<file path="src/rtl/scrambler_am_scheduler.sv">
// Transmit slot scheduler: splits each AM period into a marker window and a data
// window, steering the scrambler, encoder handshake and AM inserter per slot.
module scrambler_am_scheduler #(
  parameter int AM_PERIOD  = 16384,
  parameter int N_AM_SLOTS = 20,
  parameter int NB_CNT     = 14,
  parameter int NB_AM_IDX  = 5
) (
  input  logic                 i_clock,
  input  logic                 i_reset,
  input  logic                 i_enable,
  input  logic                 i_slot,
  input  logic                 i_cfg_bypass,
  input  logic                 i_cfg_am_en,
  output logic                 o_scr_enable,
  output logic                 o_scr_bypass,
  output logic                 o_ready,
  output logic                 o_am_insert,
  output logic [NB_AM_IDX-1:0] o_am_index,
  output logic                 o_period_start
);

  typedef enum logic [1:0] {IDLE, AM_WIN, DATA} state_t;

  localparam logic [NB_CNT-1:0] CNT_LAST = NB_CNT'(AM_PERIOD - 1);
  localparam logic [NB_CNT-1:0] AM_LAST  = NB_CNT'(N_AM_SLOTS - 1);
  localparam logic [NB_CNT-1:0] CNT_ONE  = NB_CNT'(1);

  state_t              state_q, state_d;
  logic [NB_CNT-1:0]   cnt_q, cnt_d;
  logic                bypass_lat_q, bypass_lat_d;
  logic                am_en_lat_q, am_en_lat_d;

  always_ff @(posedge i_clock) begin
    if (i_reset) begin
      state_q      <= IDLE;
      cnt_q        <= '0;
      bypass_lat_q <= 1'b0;
      am_en_lat_q  <= 1'b0;
    end else begin
      state_q      <= state_d;
      cnt_q        <= cnt_d;
      bypass_lat_q <= bypass_lat_d;
      am_en_lat_q  <= am_en_lat_d;
    end
  end

  always_comb begin
    state_d      = state_q;
    cnt_d        = cnt_q;
    bypass_lat_d = bypass_lat_q;
    am_en_lat_d  = am_en_lat_q;
    case (state_q)
      IDLE: begin
        if (i_enable) begin
          bypass_lat_d = i_cfg_bypass;
          am_en_lat_d  = i_cfg_am_en;
          cnt_d        = '0;
          state_d      = i_cfg_am_en ? AM_WIN : DATA;
        end
      end
      AM_WIN: begin
        if (!i_enable) begin
          state_d = IDLE;
          cnt_d   = '0;
        end else if (i_slot) begin
          if (cnt_q == AM_LAST) state_d = DATA;
          cnt_d = cnt_q + CNT_ONE;
        end
      end
      DATA: begin
        if (!i_enable) begin
          state_d = IDLE;
          cnt_d   = '0;
        end else if (i_slot) begin
          // Period wrap is the only point where software config takes effect
          if (cnt_q == CNT_LAST) begin
            cnt_d        = '0;
            bypass_lat_d = i_cfg_bypass;
            am_en_lat_d  = i_cfg_am_en;
            state_d      = i_cfg_am_en ? AM_WIN : DATA;
          end else begin
            cnt_d = cnt_q + CNT_ONE;
          end
        end
      end
      default: begin
        state_d = IDLE;
        cnt_d   = '0;
      end
    endcase
  end

  // Outputs are forced low while reset is asserted, regardless of register contents
  always_comb begin
    o_scr_enable   = 1'b0;
    o_scr_bypass   = 1'b0;
    o_ready        = 1'b0;
    o_am_insert    = 1'b0;
    o_am_index     = '0;
    o_period_start = 1'b0;
    if (!i_reset) begin
      o_scr_enable   = i_slot && (state_q != IDLE);
      o_scr_bypass   = (state_q == AM_WIN) || (bypass_lat_q && (state_q == DATA));
      o_ready        = i_slot && (state_q == DATA);
      o_am_insert    = i_slot && (state_q == AM_WIN);
      o_am_index     = (state_q == AM_WIN) ? cnt_q[NB_AM_IDX-1:0] : '0;
      o_period_start = i_slot && (cnt_q == '0) && (state_q != IDLE);
    end
  end

endmodule
</file>
<file path="config.mk">
export PLATFORM = sky130hd
export DESIGN_NAME = scrambler_am_scheduler
export DESIGN_NICKNAME = d
export VERILOG_FILES = /design/src/rtl/scrambler_am_scheduler.sv
export SDC_FILE = /design/constraint.sdc
export NUM_CORES = 1
export LEC_CHECK = 0
export BUFFER_PORTS_ARGS = -buffer_cell sky130_fd_sc_hd__buf_2
export CAP_MARGIN = 20
export CORE_ASPECT_RATIO = 1.1
export CORE_MARGIN = 2
export CORE_UTILIZATION = 50
export CTS_CLUSTER_SIZE = 40
export DETAILED_ROUTE_END_ITERATION = 12
export PLACE_DENSITY = 0.74
export SETUP_SLACK_MARGIN = 0.5
export SLEW_MARGIN = 20
export SYNTH_ARGS = -nofsm -noshare
export SYNTH_HDL_FRONTEND = slang
export SYNTH_SLANG_ARGS = --single-unit
</file>
<file path="constraint.sdc">
create_clock -name i_clock -period 1.8 [get_ports i_clock]
set_input_delay 0.18 -clock i_clock [delete_from_list [all_inputs] [get_ports i_clock]]
set_output_delay 0.18 -clock i_clock [all_outputs]
set_load 0.005 [all_outputs]
</file>
==> summary.txt <==
Run status
  – Status: complete, no violations

STA
  – Final hold vios: 0
  – Period utilization: a little over nine tenths
  – Aggregate negative setup slack: 0 ps
  – Min Tclk post-route: 1770 ps
  – RSZ-0062 raised after global routing: yes
  – Clk_skew: between 10 and 15 ps
  – # setup viols final: 0
  – Hold slack: 111 ps
  – Fmax: 564 MHz
  – Fin. max-slew vios: 0
  – Worst-margin pin slew: 375 ps
  – Worst slew margin: 75.0%

Logic synthesis
  – Post-synth EDFFs: 0
  – Ys async rst share: 0%
  – Seq cells post-synth: 17
  – Mean post-synth cell area: 8.37 µm²
  – Main synth FF type: dfxtp_1
  – Synth warn: 0
  – Netlist cell types: 33
  – Seq/Total Area, Yosys: 31.1%
  – Mapped Area: 1100 µm²
  – Net Count, Synth: roughly 140
  – Synth Instances: ~130

Global route
  – GR Overflow Total: 0
  – Total track usage: 27.0%
  – GR Util met3: 3.11%
  – M1 GR Usage: 27.0%
  – Most Crowded Layer GR: met2
  – Met2 GRT Util: 53.4%
  – Largest net degree at the start of global routing: 13
  – Vias in the first global route: between 1k and 1.5k
  – Initial antenna violation count: 0
  – First-pass GRT wire length: ~5000 µm

Cells and area
  – Area Overhead vs Synth: 57.0%
  – Nets: 180
  – ANT cells: 0
  – Commonest cells after routing, fill and taps aside: buf_6, buf_2, nand2_1, nor2_4, buf_4
  – Most common cell after layout, fill and taps aside: buf_6
  – Multi-input gate area: 966 µm²
  – FF+latch area: approximately 370 µm²
  – Share of cells above drive strength 1: 60.5%
  – Fillers: 116
  – Final core utilization: roughly 84%

Flow run
  – Max_cap viols: 0

Drt
  – Via count: 1171
  – DRT Pass-1 Iters: 4
  – DRT iter0 DRCs: 58
  – Vias/cell: 6.01
  – Drt wl/cell: 19.1 µm
  – Post-route ant nets: 0
  – Drt total wl: 3720 µm
  – DRC violations left: 0

Power
  – Pwr per Cell Area: a little under 900 nW/µm²
  – Psw: 596 µW
  – Sw Ratio: ~40%
  – Pint: between 800 and 900 µW
  – Static Leak: 0.000644 µW
  – Clock power share: about 15%
  – Maximum VDD drop: 0.640 mV
  – Part of the power in registers: between 20 and 30%
  – Logic pwr share: 55.8%

Place
  – Port buffer count: 15
  – DPL Wire Length: 1870 µm
  – Placer Congestion: 0.845

Floorplan
  – Starting density of the core: 53.7%
  – Top Ports: 16
  – Num rows: 17
  – Full die area: approximately 2600 µm²
  – Chip Width: between 40 and 50 µm
  – Die height: 53.1 µm
  – Core ar.: roughly 2000 µm²

Critical path
  – Crit path capture type: output port
  – Sequence of cells on the critical path: buf_6, nor4_4, nand3_2, nor4bb_2, buf_2
  – Setup CP Type: flop to output port
  – CP max stage delay: 350 ps
  – Worst Path Arrival: approximately 1600 ps
  – Startpoint types: flop
  – WP data required: 1620 ps
  – Crit-path slowest cell: dfxtp_2
  – Crit path max fanout: 5

CTS
  – Clock Latency Late Sink: ~310 ps
  – CTS tree: yes
  – Max clock buf depth: 2
  – Clk root buf: clkbuf_4
  – H-tree depth: 1
  – Clock sink total: 17
  – Hold buffer count at CTS: 0
  – Inserted Clock Buffers: 3
  – Worst-path clk slew: around 120 ps

Min path
  – Hold WC Path Type: input port to flop
==> critical path, delay by kind of cell, from the launching register on <==
family / cells / cell delay [ps]
buffers and inverters: 2 / 280
and+or+nand+nor: 3 / 650
DFF: 1 / 350
==> cell usage after synthesis (2+ instances only) <==
library cell	n	area, µm²
nand4_1	4	25.0
ha_1	6	75.1
nand2_1	9	33.8
dfxtp_1	17	340
buf_2	2	10.0
nor3_1	4	20.0
mux2i_1	3	30.0
nand3_1	6	30.0
inv_1	5	18.8
and2_1	6	37.5
a21oi_1	5	25.0
nor3b_1	2	15.0
nor4_1	5	31.3
o21ai_0	3	15.0
nand2b_1	4	25.0
and4_1	2	17.5
xnor2_1	7	61.3
o211ai_1	3	22.5
and3_1	2	12.5
xor2_1	5	43.8
nor2_2	11	68.8
nor2_1	9	33.8
==> cell type report <==
| cell class | count | share of cell area [%] |
|---|---|---|
| Timing Repair Buffer | 36 | 17.3 |
| Clock inverter | 1 | 0.291 |
| Sequential cell | 17 | 21.4 |
| Multi-Input combinational cell | 105 | 56.1 |
| Clock buffer | 3 | 1.31 |
| Tap cell | 28 | 2.04 |
| Inverter | 5 | 1.53 |
==> repair_timing <==
item | CTS | global route
setup buffers | 11 | 3
endpoints found under the hold margin | 0 | 0
resized for setup | 37 | 32
setup endpoints to repair | 27 | 27
pin swaps | 28 | 16
==> layer usage <==
layer / part of all wire, % / up-vias
li1: - / 533
met1: 38 / 565
met2: 53 / 52
met3: 4.7 / 21
met4: 4.9 / 0
met5: 0 / -
==> logic make-up after synthesis <==
family	share of synthesized area [%]
AO/OA/AOI/OAI	8.79
AND/OR/NAND/NOR	37.0
flip-flops	31.1
multiplexers	2.74
buffers and inverters	4.00
XOR/XNOR	9.59
adder cells (fa/ha/maj)	6.85
==> power by group through the flow <==
stage	combinational, µW	clock (µW)	sequential [µW]
after floorplan	397	0	444
after global placement	472	0	443
after detailed placement	485	0	446
after CTS	695	213	437
after global routing	876	244	439
final	831	221	436
==> worst paths after layout <==
path	startpoint	end	slack [ps]	depth (start not counted)
worst max register to register	cnt_q[1]	cnt_q[13]	50	6
worst min-delay path	i_cfg_bypass	bypass_lat_q	110	3
worst max-delay path	cnt_q[3]	o_period_start	30	5
worst min register to register	state_q[0]	state_q[0]	540	2
==> flip-flops by register name (all words and copies together), names as in the netlist <==
signal,count
bypass_lat_q,1
cnt_q,14
state_q,2
==> through the flow <==
| step | total power [µW] | setup WS (ps) | instance area, µm² | cells |
|---|---|---|---|---|
| 6_report | 1490 | 28.1 | 1720 | 195 |
| 5_1_grt | 1560 | -105 | 1720 | 195 |
| 3_3_place_gp | 915 | 141 | 1320 | 177 |
| 2_1_floorplan | 841 | 266 | 1190 | 131 |
| 4_1_cts | 1350 | 62.3 | 1580 | 192 |
| 3_5_place_dp | 931 | 110 | 1320 | 177 |
(Power assumes the default switching activity.)
